`src/rtl/wb_unit.sv`:
```
// Write-back stage: retires ALU results directly and waits for data-memory read data on loads,
// extracting/extending the addressed byte or halfword. Aborts a load after TIMEOUT cycles in WAIT_MEM.
module wb_unit #(
  parameter int TIMEOUT   = 16,
  parameter int CNT_WIDTH = 16
) (
  input  logic                 clk,
  input  logic                 rst_n,
  input  logic                 in_valid,
  output logic                 in_ready,
  input  logic                 in_reg_wrt,
  input  logic                 in_mem_to_reg,
  input  logic [4:0]           in_wrt_reg,
  input  logic [31:0]          in_alu_result,
  input  logic [1:0]           in_ld_size,
  input  logic                 in_ld_unsigned,
  input  logic [31:0]          mem_rdata,
  input  logic                 mem_rvalid,
  output logic [31:0]          wrt_dt,
  output logic [4:0]           wrt_reg,
  output logic                 reg_wrt,
  output logic                 pend_valid,
  output logic [4:0]           pend_reg,
  output logic                 err,
  output logic [CNT_WIDTH-1:0] wb_count
);

  localparam int TW = (TIMEOUT > 1) ? $clog2(TIMEOUT) : 1;

  typedef enum logic {IDLE, WAIT_MEM} state_t;

  state_t                 state_reg, state_next;
  logic [TW-1:0]          tmo_reg, tmo_next;
  logic [4:0]             ld_dest_reg, ld_dest_next;
  logic                   ld_we_reg, ld_we_next;
  logic [1:0]             ld_off_reg, ld_off_next;
  logic [1:0]             ld_size_reg, ld_size_next;
  logic                   ld_uns_reg, ld_uns_next;
  logic [31:0]            dt_reg, dt_next;
  logic [4:0]             addr_reg, addr_next;
  logic                   strobe_reg, strobe_next;
  logic                   err_reg, err_next;
  logic [CNT_WIDTH-1:0]   count_reg, count_next;
  logic                   accept;
  logic [7:0]             lane [4];
  logic [7:0]             byte_sel;
  logic [15:0]            half_sel;
  logic [31:0]            load_data;

  for (genvar gi = 0; gi < 4; gi++) begin : g_lane
    assign lane[gi] = mem_rdata[8*gi +: 8];
  end

  always_comb begin
    byte_sel  = lane[ld_off_reg];
    half_sel  = ld_off_reg[1] ? mem_rdata[31:16] : mem_rdata[15:0];
    load_data = mem_rdata;
    case (ld_size_reg)
      2'b00:   load_data = {{24{byte_sel[7] & ~ld_uns_reg}}, byte_sel};
      2'b01:   load_data = {{16{half_sel[15] & ~ld_uns_reg}}, half_sel};
      default: load_data = mem_rdata;
    endcase
  end

  // in_ready is held low while reset is asserted, not just after the reset edge
  assign in_ready = rst_n & (state_reg == IDLE);
  assign accept   = in_valid & in_ready;

  always_comb begin
    state_next   = state_reg;
    tmo_next     = tmo_reg;
    ld_dest_next = ld_dest_reg;
    ld_we_next   = ld_we_reg;
    ld_off_next  = ld_off_reg;
    ld_size_next = ld_size_reg;
    ld_uns_next  = ld_uns_reg;
    dt_next      = dt_reg;
    addr_next    = addr_reg;
    strobe_next  = 1'b0;
    err_next     = 1'b0;
    case (state_reg)
      IDLE: begin
        if (accept) begin
          if (in_mem_to_reg) begin
            ld_dest_next = in_wrt_reg;
            ld_we_next   = in_reg_wrt;
            ld_off_next  = in_alu_result[1:0];
            ld_size_next = in_ld_size;
            ld_uns_next  = in_ld_unsigned;
            tmo_next     = '0;
            state_next   = WAIT_MEM;
          end else begin
            dt_next     = in_alu_result;
            addr_next   = in_wrt_reg;
            strobe_next = in_reg_wrt & (in_wrt_reg != 5'd0);
          end
        end
      end
      WAIT_MEM: begin
        // read data on the final timeout cycle still completes the load
        if (mem_rvalid) begin
          dt_next     = load_data;
          addr_next   = ld_dest_reg;
          strobe_next = ld_we_reg & (ld_dest_reg != 5'd0);
          state_next  = IDLE;
        end else if (tmo_reg == TW'(TIMEOUT - 1)) begin
          err_next   = 1'b1;
          state_next = IDLE;
        end else begin
          tmo_next = tmo_reg + 1'b1;
        end
      end
      default: state_next = IDLE;
    endcase
    count_next = count_reg + CNT_WIDTH'(strobe_next);
  end

  always_ff @(posedge clk) begin
    if (!rst_n) begin
      state_reg   <= IDLE;
      tmo_reg     <= '0;
      ld_dest_reg <= '0;
      ld_we_reg   <= 1'b0;
      ld_off_reg  <= '0;
      ld_size_reg <= '0;
      ld_uns_reg  <= 1'b0;
      dt_reg      <= '0;
      addr_reg    <= '0;
      strobe_reg  <= 1'b0;
      err_reg     <= 1'b0;
      count_reg   <= '0;
    end else begin
      state_reg   <= state_next;
      tmo_reg     <= tmo_next;
      ld_dest_reg <= ld_dest_next;
      ld_we_reg   <= ld_we_next;
      ld_off_reg  <= ld_off_next;
      ld_size_reg <= ld_size_next;
      ld_uns_reg  <= ld_uns_next;
      dt_reg      <= dt_next;
      addr_reg    <= addr_next;
      strobe_reg  <= strobe_next;
      err_reg     <= err_next;
      count_reg   <= count_next;
    end
  end

  assign wrt_dt     = dt_reg;
  assign wrt_reg    = addr_reg;
  assign reg_wrt    = strobe_reg;
  assign err        = err_reg;
  assign wb_count   = count_reg;
  assign pend_valid = (state_reg == WAIT_MEM);
  assign pend_reg   = (state_reg == WAIT_MEM) ? ld_dest_reg : 5'd0;

endmodule

```
`config.mk`:
```
export PLATFORM = sky130hd
export DESIGN_NAME = wb_unit
export DESIGN_NICKNAME = d
export VERILOG_FILES = /design/src/rtl/wb_unit.sv
export SDC_FILE = /design/constraint.sdc
export NUM_CORES = 1
export LEC_CHECK = 0
export ABC_CLOCK_PERIOD_IN_PS = 3200
export CORE_MARGIN = 2
export CORE_UTILIZATION = 58
export CTS_CLUSTER_DIAMETER = 100
export DETAILED_ROUTE_END_ITERATION = 16
export DONT_BUFFER_PORTS = 1
export PLACE_DENSITY = 0.74
export RECOVER_POWER = 50
export SLEW_MARGIN = 20
export SYNTH_ARGS = -nofsm -noshare
export SYNTH_HDL_FRONTEND = slang
export SYNTH_SLANG_ARGS = --single-unit
```
`constraint.sdc`:
```
create_clock -name clk -period 3.2 [get_ports clk]
set_input_delay 0.32 -clock clk [delete_from_list [all_inputs] [get_ports clk]]
set_output_delay 0.32 -clock clk [all_outputs]
set_load 0.01 [all_outputs]
```
-- Word-level counts from Yosys, hierarchy flattened
Index checks and enable logic that the tools add are counted.
- reductions and logical operators: 7
- muxes and demuxes: 29
- eq/ne operators: 8
- $add $sub $neg: 2
- $lt $le $gt $ge: 1
- bitwise gates (word level): 10
- operators by type and width (cell ; number):
    one-hot mux 32 bit (2 select lines) ; 2
    2-to-1 mux 32 bit ; 3
    2-to-1 mux 5 bit ; 4
    adder 16 x 1 -> 16 bit ; 1
    binary-select mux 8 bit (select 2 bit) ; 1
    2-to-1 mux 16 bit ; 1
    2-to-1 mux 4 bit ; 4
    2-to-1 mux 8 bit ; 2
    != test 2 bit (second input constant) ; 6
    one-hot mux 5 bit (2 select lines) ; 1
    nonzero test 5 bit ; 2
    2-to-1 mux 1 bit ; 8
    one-hot mux 4 bit (2 select lines) ; 1
    AND 1 bit ; 6
    AND reduction 3 bit ; 2
    adder 4 x 1 -> 4 bit (second input constant) ; 1
    == test 4 bit (second input constant) ; 1
    one-hot mux 1 bit (2 select lines) ; 2
    AND reduction 4 bit ; 1
    >= comparator 3 bit (second input constant) ; 1
    NOT 1 bit ; 3
    NOT 2 -> 3 bit ; 1
    OR reduction 3 bit ; 1
    == test 2 x 1 -> 1 bit (second input constant) ; 1
    zero test 2 bit ; 1
- bits in registers: 71
- logic and storage cells: 69

-- Logic depth before layout (Yosys ltp)
Gate-level depths: netlist of run 1.
- depth after elaboration: 8
- gate-level depth with buffers: 13
- gate-level depth less buffers: 9

-- Worst setup path after synthesis of run 1
Ideal clock, no wire load.
- path kind: input -> register
- from: input port rst_n
- to: register count_reg[14], in the netlist wb_count[14]
- slack: 627 ps
- data required time: 3130 ps
- stages: 13
- buffers on the path: 4
- library setup time: 70 ps
- arrival time: 2502 ps
- cells stage by stage: buf_2 nor4bb_1 buf_2 buf_2 o211ai_1 nand2_1 ha_1 ha_1 and3_1 clkbuf_1 nand3_1 or3_1 a21oi_1
- word-level cells in the longest chain between the ends: 5
- ends and longest elaborated chain (element ; line ; text):
    start, declared ; 8 ; input logic rst_n,
    AND 1 bit ; 66 ; assign in_ready = rst_n & (state_reg == IDLE);
    AND 1 bit ; 67 ; assign accept = in_valid & in_ready;
    2-to-1 mux 1 bit ; 83 ; if (accept) begin
    one-hot mux 1 bit (2 select lines) ; 81 ; case (state_reg)
    named net strobe_next ; 41 ; logic strobe_reg, strobe_next;
    adder 16 x 1 -> 16 bit ; 115 ; count_next = count_reg + CNT_WIDTH'(strobe_next);
    end signal, assigned ; 144 ; count_reg <= count_next;
    end, declared ; 43 ; logic [CNT_WIDTH-1:0] count_reg, count_next;
The timed path passes the listed nets, and every way through them passes these cells.
A chain may end at the register's enable or synchronous reset.

-- Worst setup path in the final report of run 1
- from: register state_reg, in the netlist pend_valid
- to: register dt_reg[20], in the netlist wrt_dt[20]
- word-level cells in the longest chain between the ends: 5
- elaborated cells between the ends (all ways): 8
- those cells by class: 3 x eq/ne; 1 x mux; 3 x bitwise; 1 x reduce/logical
- ends and longest elaborated chain (element ; line ; text):
    start, declared ; 32 ; state_t state_reg, state_next;
    start signal, assigned ; 133 ; state_reg <= state_next;
    NOT 1 bit (no source line) ; n/a ;
    AND 1 bit ; 66 ;
    AND 1 bit ; 67 ;
    != test 2 bit (no source line) ; n/a ;
    AND reduction 3 bit (no source line) ; n/a ;
    end signal, assigned ; 140 ; dt_reg <= dt_next;
    end, declared ; 39 ; logic [31:0] dt_reg, dt_next;
Parallel ways exist; a longest one is shown, timed or not.

==> impl.org, run 1 <==
** Status
- Status :: finished, final reports clean

** Worst setup path
- The cell family contributing the most delay on the critical path is simple AND/OR/NAND/NOR gates.
- Maximum fanout count along the critical path :: 27
- The number of buffers and inverters on the critical path is 1.
- Class of the most critical setup path :: register to register
- Cell-by-cell listing of the critical path :: nor4bb_4, buf_4, nor2_2, a22oi_1, a221oi_2
- The worst setup path is captured at a register.
- In this run the critical register-to-register path is launched from pend_valid$_SDFF_PN0_.
- Endpoint of the worst-slack reg-to-reg timing path :: wrt_dt[20]$_SDFFE_PN0P_
- The worst setup path is launched from a register.
- Crit-path slowest cell :: nor2_2
- Worst stage delay on the critical path :: 910 ps
- Required time of the critical path :: 3450 ps
- Reg2reg setup slack :: 820 ps
- Counting cells, the worst reg-to-reg path comes to 5.
- Arrival time reported for the critical path endpoint :: 2630 ps

** Die
- The initial utilization of the core area, before any placement, comes to 59.2%.
- Die extent in x :: 84.0 microns
- In this run the core area contains 29 standard-cell rows.
- Ports placed on the boundary :: 140
- The floorplan step defined a die boundary enclosing 7060 sq um.
- Height of the chip :: 84.0 microns
- Core area :: 6280 sq um

** CTS
- TritonCTS built the clock tree.
- The later pin in the worst-skew pair is clocked with a latency of 340 ps.
- No sink is reached through more buffers than the 2 on the longest clock path.
- In this run, post-CTS repair resized a total of 0 instances.
- In this run, CTS created clock tree buffers numbering 9.
- Root buffer selected by CTS :: clkbuf_8
- Number of setup buffers added after CTS :: 0
- CTS Hold Buffers Added :: 0
- Clock-pin slew was measured on the worst setup and hold paths at 80 ps.
- The clock net in this run drives a total of 71 sinks.
- In this run the number of H-tree levels came out at 3.

** Finish
- Area growth from synthesis to final layout :: 5.73%
- Fill cell instance count of the final layout :: 588
- Cells fill 62.6% of the core in the end.
- Most used cells in the layout excluding fill and tap cells :: dfxtp_1 (71), nand2_1 (58), a21oi_1 (41)
- The register with the most flip-flops in the layout has 32 of them.
- The number of antenna diodes in the final layout is 0.
- Cells with a size suffix above 1 make up 10.0% of the layout.
- The library cell used most frequently in the layout, excluding fill and tap cells, is dfxtp_1.
- Final net count :: 496

** Yosys
- Post-synthesis instance area :: 3710 sq um
- Synthesis produced 432 cells.
- For this run, asynchronously set or reset flops after synthesis account for 0%.
- Sequential share of the synthesized area :: 38.3%
- Synth Flop Type :: dfxtp_1
- In this run, synthesis produced a sequential element count of 71.
- Yosys Warn Count :: 0
- Distinct cells, synth :: 48
- Avg Inst Size Synth :: 8.60 sq um
- The number of nets handed over by synthesis was 513.
- The synthesized design contains 0 enable-type register cells.

** STA
- Derived from the worst setup path, the maximum achievable clock frequency is 420 MHz.
- Total of endpoints with negative setup slack in the final report :: 0
- Setup repair after global routing left no endpoint under its margin.
- At the pin with the least slew margin, the transition time is 1140 ps.
- On the final layout, the worst clock skew is 11.3 ps.
- Dividing the final minimum period by the clock period gives 74.4%.
- Count of endpoints failing hold in the final timing report :: 0
- Setup TNS :: 0 ps
- The worst pin sits at a relative slew slack of 23.7%.
- Final Max Slew Viols :: 0
- Clock period minus final worst setup slack :: 2380 ps

** Drt
- In this run, the number of DRC markers left after iteration 0 of detailed routing was 211.
- The first detailed-routing pass took 5 iterations.
- Dividing the detail-routed wire length by the instance count gives 19.5 microns.
- Post-DRT Antenna Nets :: 0
- Post-route DRC :: 0
- Routed WL :: 9.68 mm
- Via count :: 3246
- Routed via count divided by cell count :: 6.54

** Global route
- Maximum number of pins on one net before global-route repair :: 58
- For this run the aggregate overflow at the end of global routing stands at 0.
- Vias in the first global route :: 3101
- Overall fraction of global-route tracks in use :: 26.9%
- The first global-routing pass estimated 15.4 mm of wire.
- The initial antenna violation count is 0.

** Run
- Across the run, the number of max-cap violations was 0.

** Placed design
- Buffers placed on the I/O ports in this run total 0.
- Half-perimeter wire length of the detailed placement result :: 6.85 mm
- Routability congestion estimate from global placement :: 0.869

** Hold path
- Hold-critical path depth :: 1
- For hold timing, the worst endpoint is err$_SDFF_PP0_.
- In this run the most critical hold path is launched from mem_rvalid.
- The path class of the tightest hold or removal check is input pin to register.

** Pwr
- Post-route total power :: 1900 uW
- In this run the static leakage power is 0.00129 uW.
- The worst-case IR drop observed on VDD is 0.311 mV.
- For this design the ratio of total power to cell area is 485 nW/um^2.
-- power breakdown --
part           switching [uW]  internal, uW
clock                     339           433
sequential               42.6           917
combinational             101          72.6
total                     482          1420
-- cell usage after synthesis, types with 4 or more instances --
cell type   n  share of area, %
nand2_1    58               5.9
a221oi_2   10               4.0
a211oi_1    5               1.0
nand3_1    10               1.3
xor2_1     11               2.6
mux2i_1    22               5.9
o21ai_0    29               3.9
o2111ai_1   7               1.7
mux2_2      7               2.1
clkbuf_1   24               2.4
a32o_1      7               1.9
o311a_1     5               1.3
nor2_1     32               3.2
o211ai_1    4              0.81
a21o_1      8               1.6
nand4_1     5              0.84
and2_1     10               1.7
a22oi_1    12               2.4
a21oi_1    41               5.5
buf_2       6              0.81
dfxtp_1    71                38
-- cells by family after synthesis --
kind of cell,share of synthesized area (%)
multiplexers,9.16
flip-flops,38.3
AO/OA/AOI/OAI,26.3
adder cells (fa/ha/maj),1.01
buffers and inverters,4.45
XOR/XNOR,3.07
AND/OR/NAND/NOR,17.8
-- worst reg2reg max path, stage by stage (launching register included) --
cell	delay, ps
dfxtp_1	530
nor4bb_4	100
buf_4	250
nor2_2	920
a22oi_1	220
a221oi_2	280
-- how the worst max path moves through the flow --
stage	from	end	slack, ps	cells past startpoint
after floorplan	rst_n	wb_count[14]$_SDFF_PN0_	630	13
after global placement	in_wrt_reg[1]	wb_count[12]$_SDFF_PN0_	900	9
after detailed placement	pend_valid$_SDFF_PN0_	wrt_dt[20]$_SDFFE_PN0P_	810	5
after CTS	pend_valid$_SDFF_PN0_	wrt_dt[20]$_SDFFE_PN0P_	810	5
after global routing	pend_valid$_SDFF_PN0_	wrt_dt[31]$_SDFFE_PN0P_	640	5
final	pend_valid$_SDFF_PN0_	wrt_dt[20]$_SDFFE_PN0P_	820	5
-- through the flow --
| step | area (sq um) | std cells | worst slack [ps] | hold slack, ps |
|---|---|---|---|---|
| floorplan | 3710 | 432 | 627 | 399 |
| global placement | 3720 | 481 | 896 | 408 |
| detailed placement | 3720 | 481 | 808 | 405 |
| CTS | 3930 | 496 | 812 | 41.9 |
| global route | 3930 | 496 | 641 | 41.9 |
| finish | 3930 | 496 | 821 | 62.4 |
-- area by class of cell --
type	instances	area (sq um)	area share (%)
Multi-Input combinational cell	324	2140	54.6
Clock inverter	6	86.3	2.20
Inverter	3	11.3	0.287
Tap cell	77	96.3	2.45
Clock buffer	9	124	3.15
Sequential cell	71	1420	36.2
Timing Repair Buffer	6	45.0	1.15
-- per-layer routing --
layer,part of all wire [%],vias to the layer above,global-route usage (%)
li1,-,1561,-
met1,39,1512,31.4
met2,49,159,45.1
met3,9.4,14,10.1
met4,1.7,0,9.68
met5,0,-,0
Note: power is estimated with default switching activity, not from simulation.
==> inputs of run 2 (changes only) <==
ABC_CLOCK_PERIOD_IN_PS = 2040   (was 3200)
CORE_UTILIZATION = 57   (was 58)
PLACE_DENSITY = 0.75   (was 0.74)
clock period = 2.04 ns   (was 3.2 ns; I/O delays follow)
==> run 2 against run 1 <==
Highest routed layer unchanged; die area grew 1.7%; first-iteration DRC count grew 15%; largest cell class unchanged; the run now ends with negative setup slack left; non-clock buffer count grew 33; final area grew 8.3%; combinational power grew 90%.
==> impl.org, run 2 (synthesized netlist as in run 1, its figures left out) <==
** STA
- Tightest hold margin :: 8.18 ps (-54.2 ps)
- Setup repair after global routing missed its margin :: yes
- The top achievable clock speed came to 465 MHz (+11%).
- Worst setup margin :: -111 ps (-932 ps)
- The worst clock skew came to 6.40 ps (-4.92 ps).
- The total count of max-transition violations in the final report came to 0 (unchanged).
- The shortest period the worst path allows is 2150 ps (-228 ps).
- Total of endpoints with negative setup slack in the final report :: 8 (+8)
- The worst slew margin relative to its limit was 55.9% (+32 points).
- The ratio of final minimum period to clock period came to 105% (+31 points).
- Count of endpoints failing hold in the final timing report :: 0 (unchanged)
- The transition at the pin with the smallest max-transition slack came to 660 ps (-484 ps).

** Worst setup path
- The required time of the critical path is 2250 ps (-1200 ps).
- Maximum fanout count along the critical path :: 6 (-78%)
- The worst setup path is launched from a register.
- The critical path arrival was 2360 ps (-270 ps).
- In this run the critical register-to-register path is captured at wb_count[10]$_SDFF_PN0_.
- The critical path in this run is classified as register to register.
- In this run the critical register-to-register path is launched from ld_dest_reg[1]$_SDFFE_PN0P_.
- Endpoint class of the critical path :: register
- Depth of the worst register-to-register path :: 9 (+4)
- Reg2reg setup slack :: -110 ps (-930 ps)

** Global route
- The total congestion overflow is 0 (unchanged).
- The via count of the first global-routing pass came to 3443 (+11%).
- The pin count of the biggest net entering global routing is 31 (-47%).
- The aggregate global-route resource usage is 30.0% (+3.0 points).
- The initial antenna violation count came to 0 (unchanged).
- The global-route wire length before repair was 17.1 mm (+11%).

** CTS
- Clk sink count :: 71 (unchanged)
- Root buffer selected by CTS :: clkbuf_8
- TritonCTS built the clock tree.
- The number of levels the H-tree was split into was 3 (unchanged).
- The clock latency on the worst-skew pair is 340 ps (about the same).
- Clock-pin transition on the worst setup and hold timing paths :: 80 ps (about the same)
- Number of buffers on the longest clock path :: 2 (unchanged)
- The number of buffers inserted during clock tree synthesis was 9 (unchanged).

** Finish
- The proportion of layout cells with a drive suffix above 1 was 16.3% (+6.3 points).
- Final non-filler cell total :: 530 (+6.9%)
- Leaving out fill and tap cells, the most frequent cell in the layout is dfxtp_1.
- The number of antenna repair diodes came to 0 (unchanged).
- Area growth from synthesis to final layout :: 14.5%
- In the layout the commonest cells are dfxtp_1 (69), nand2_1 (58), a21oi_1 (41).
- The number of flip-flops in the largest register came to 32 (unchanged).
- Fill cell instance count of the final layout :: 506 (-14%)
- The post-route cell area is 4250 sq um (+8.3%).
- Final net count :: 529 (+6.7%)

** Pwr
- Largest vdd supply drop :: 0.424 mV (+36%)
- The power per standard cell area was 679 nW/um^2 (+40%).
- The total power after layout was 2890 uW (+52%).
- Total leakage power :: 0.00143 uW (+10%)

** Drt
- Routed WL :: 10.8 mm (+12%)
- Iteration count of the initial detailed-routing pass :: 5 (unchanged)
- The violation count after the first detailed-route iteration is 242 (+15%).
- Post-route DRC :: 0 (unchanged)
- The total via count in the routed design was 3462 (+6.7%).
- The number of vias per cell after detailed routing is 6.53 (-0.19%).
- The post-detailed-route count of antenna-violating nets came to 0 (unchanged).
- Routed wire length per instance :: 20.4 microns (+4.6%)

** Placed design
- Half-perimeter wire length of the detailed placement result :: 7.43 mm (+8.4%)
- Worst setup timing slack at the placement stage :: -186 ps (-994 ps)
- The standard cell area after detailed placement was 3870 sq um (+4.0%).
- The routability-driven placement congestion ratio came to 0.898 (+3.3%).
- Port buffer count :: 0 (unchanged)
- Post-Place Cells :: 497 (+3.3%)

** Status
- Violations in the final reports :: negative setup slack
- Status :: complete, but fails checks

** Die
- Die extent in x :: 84.7 microns (+0.83%)
- The number of top-level design ports came to 140 (unchanged).
- Initial standard-cell utilization of the core :: 58.8% (-0.34 points)
- Floorplan row count :: 29 (unchanged)
- The area enclosed by the die boundary came to 7180 sq um (+1.7%).
- The height of the die is 84.7 microns (+0.83%).
- Core area :: 6310 sq um (+0.58%)

** Hold path
- Terminating pin of the worst hold path :: ld_off_reg[1]$_SDFFE_PN0P_
- Hold Crit Start :: in_alu_result[1]
- Type of the tightest min-delay check :: input pin to register
- The hold path depth was 2 (+1).

** Run
- The number of max-capacitance violations reported came to 0 (unchanged).
-- run 2: cell count changes in the layout (fill, tap and decap cells not counted), sizes merged --
cell,previous run,this run
dlygate4sd3,0,12
buf,6,24
inv,3,4
clkinvlp,1,2
clkbuf,9,15
clkinv,3,1
bufinv,2,0
-- run 2: worst max path at each step --
stage / startpoint / endpoint / slack (ps) / depth (start not counted)
5_1_grt: ld_dest_reg[1]$_SDFFE_PN0P_ / wb_count[10]$_SDFF_PN0_ / -200 / 9
3_5_place_dp: ld_dest_reg[1]$_SDFFE_PN0P_ / wb_count[10]$_SDFF_PN0_ / -190 / 9
6_report: ld_dest_reg[1]$_SDFFE_PN0P_ / wb_count[10]$_SDFF_PN0_ / -110 / 9
4_1_cts: ld_dest_reg[1]$_SDFFE_PN0P_ / wb_count[10]$_SDFF_PN0_ / -120 / 9
2_1_floorplan: pend_valid$_SDFF_PN0_ / wb_count[14]$_SDFF_PN0_ / -340 / 13
3_3_place_gp: ld_dest_reg[1]$_SDFFE_PN0P_ / wb_count[12]$_SDFF_PN0_ / -140 / 9
-- run 2: timing repair --
action                                  in CTS  in global routing
setup buffers                                2                  4
endpoints found under the setup margin      23                 24
endpoints found under the hold margin       18                  1
resized for setup                            4                 10
hold buffers                                11                  1
pin swaps                                    2                 14
-- run 2: power breakdown --
group | leakage [uW] | switching [uW] | internal, uW
Combinational | 0.000759 | 181 | 147
Sequential | 0.000578 | 65.3 | 1440
Clock | 0.0000890 | 544 | 511
-- run 2: cell type report --
cell class              count  area [sq um]  share of cell area [%]
flip-flops and latches     71          1430                    33.5
clock buffers              12           155                    3.65
repair buffers             39           313                    7.35
clock inverters             4          28.8                   0.676
well taps                  77          96.3                    2.26
multi-input cells         324          2220                    52.3
inverters                   3          11.3                   0.265
-- run 2: per-layer routing --
layer	part of all wire, %	track usage, %	vias to the layer above
met3	9.4	7.87	23
li1	-	-	1627
met4	2.7	11.7	0
met5	0	0	-
met2	48	48.5	173
met1	40	38.3	1639
-- run 2: metrics by stage --
step,setup TNS (ps),utilization (%)
after global routing,-2320,67.4
after global placement,-508,61.2
final,-554,67.4
after floorplan,-1680,-
after CTS,-509,66.4
after detailed placement,-2080,61.2
-- run 2: critical path: stages (launching register included) --
cell	delay, ps
dfxtp_2	320
or4_4	520
o211ai_1	210
nand2_1	130
ha_4	200
ha_4	150
and3_4	200
nand4_1	100
xor2_1	150
nor2_1	50
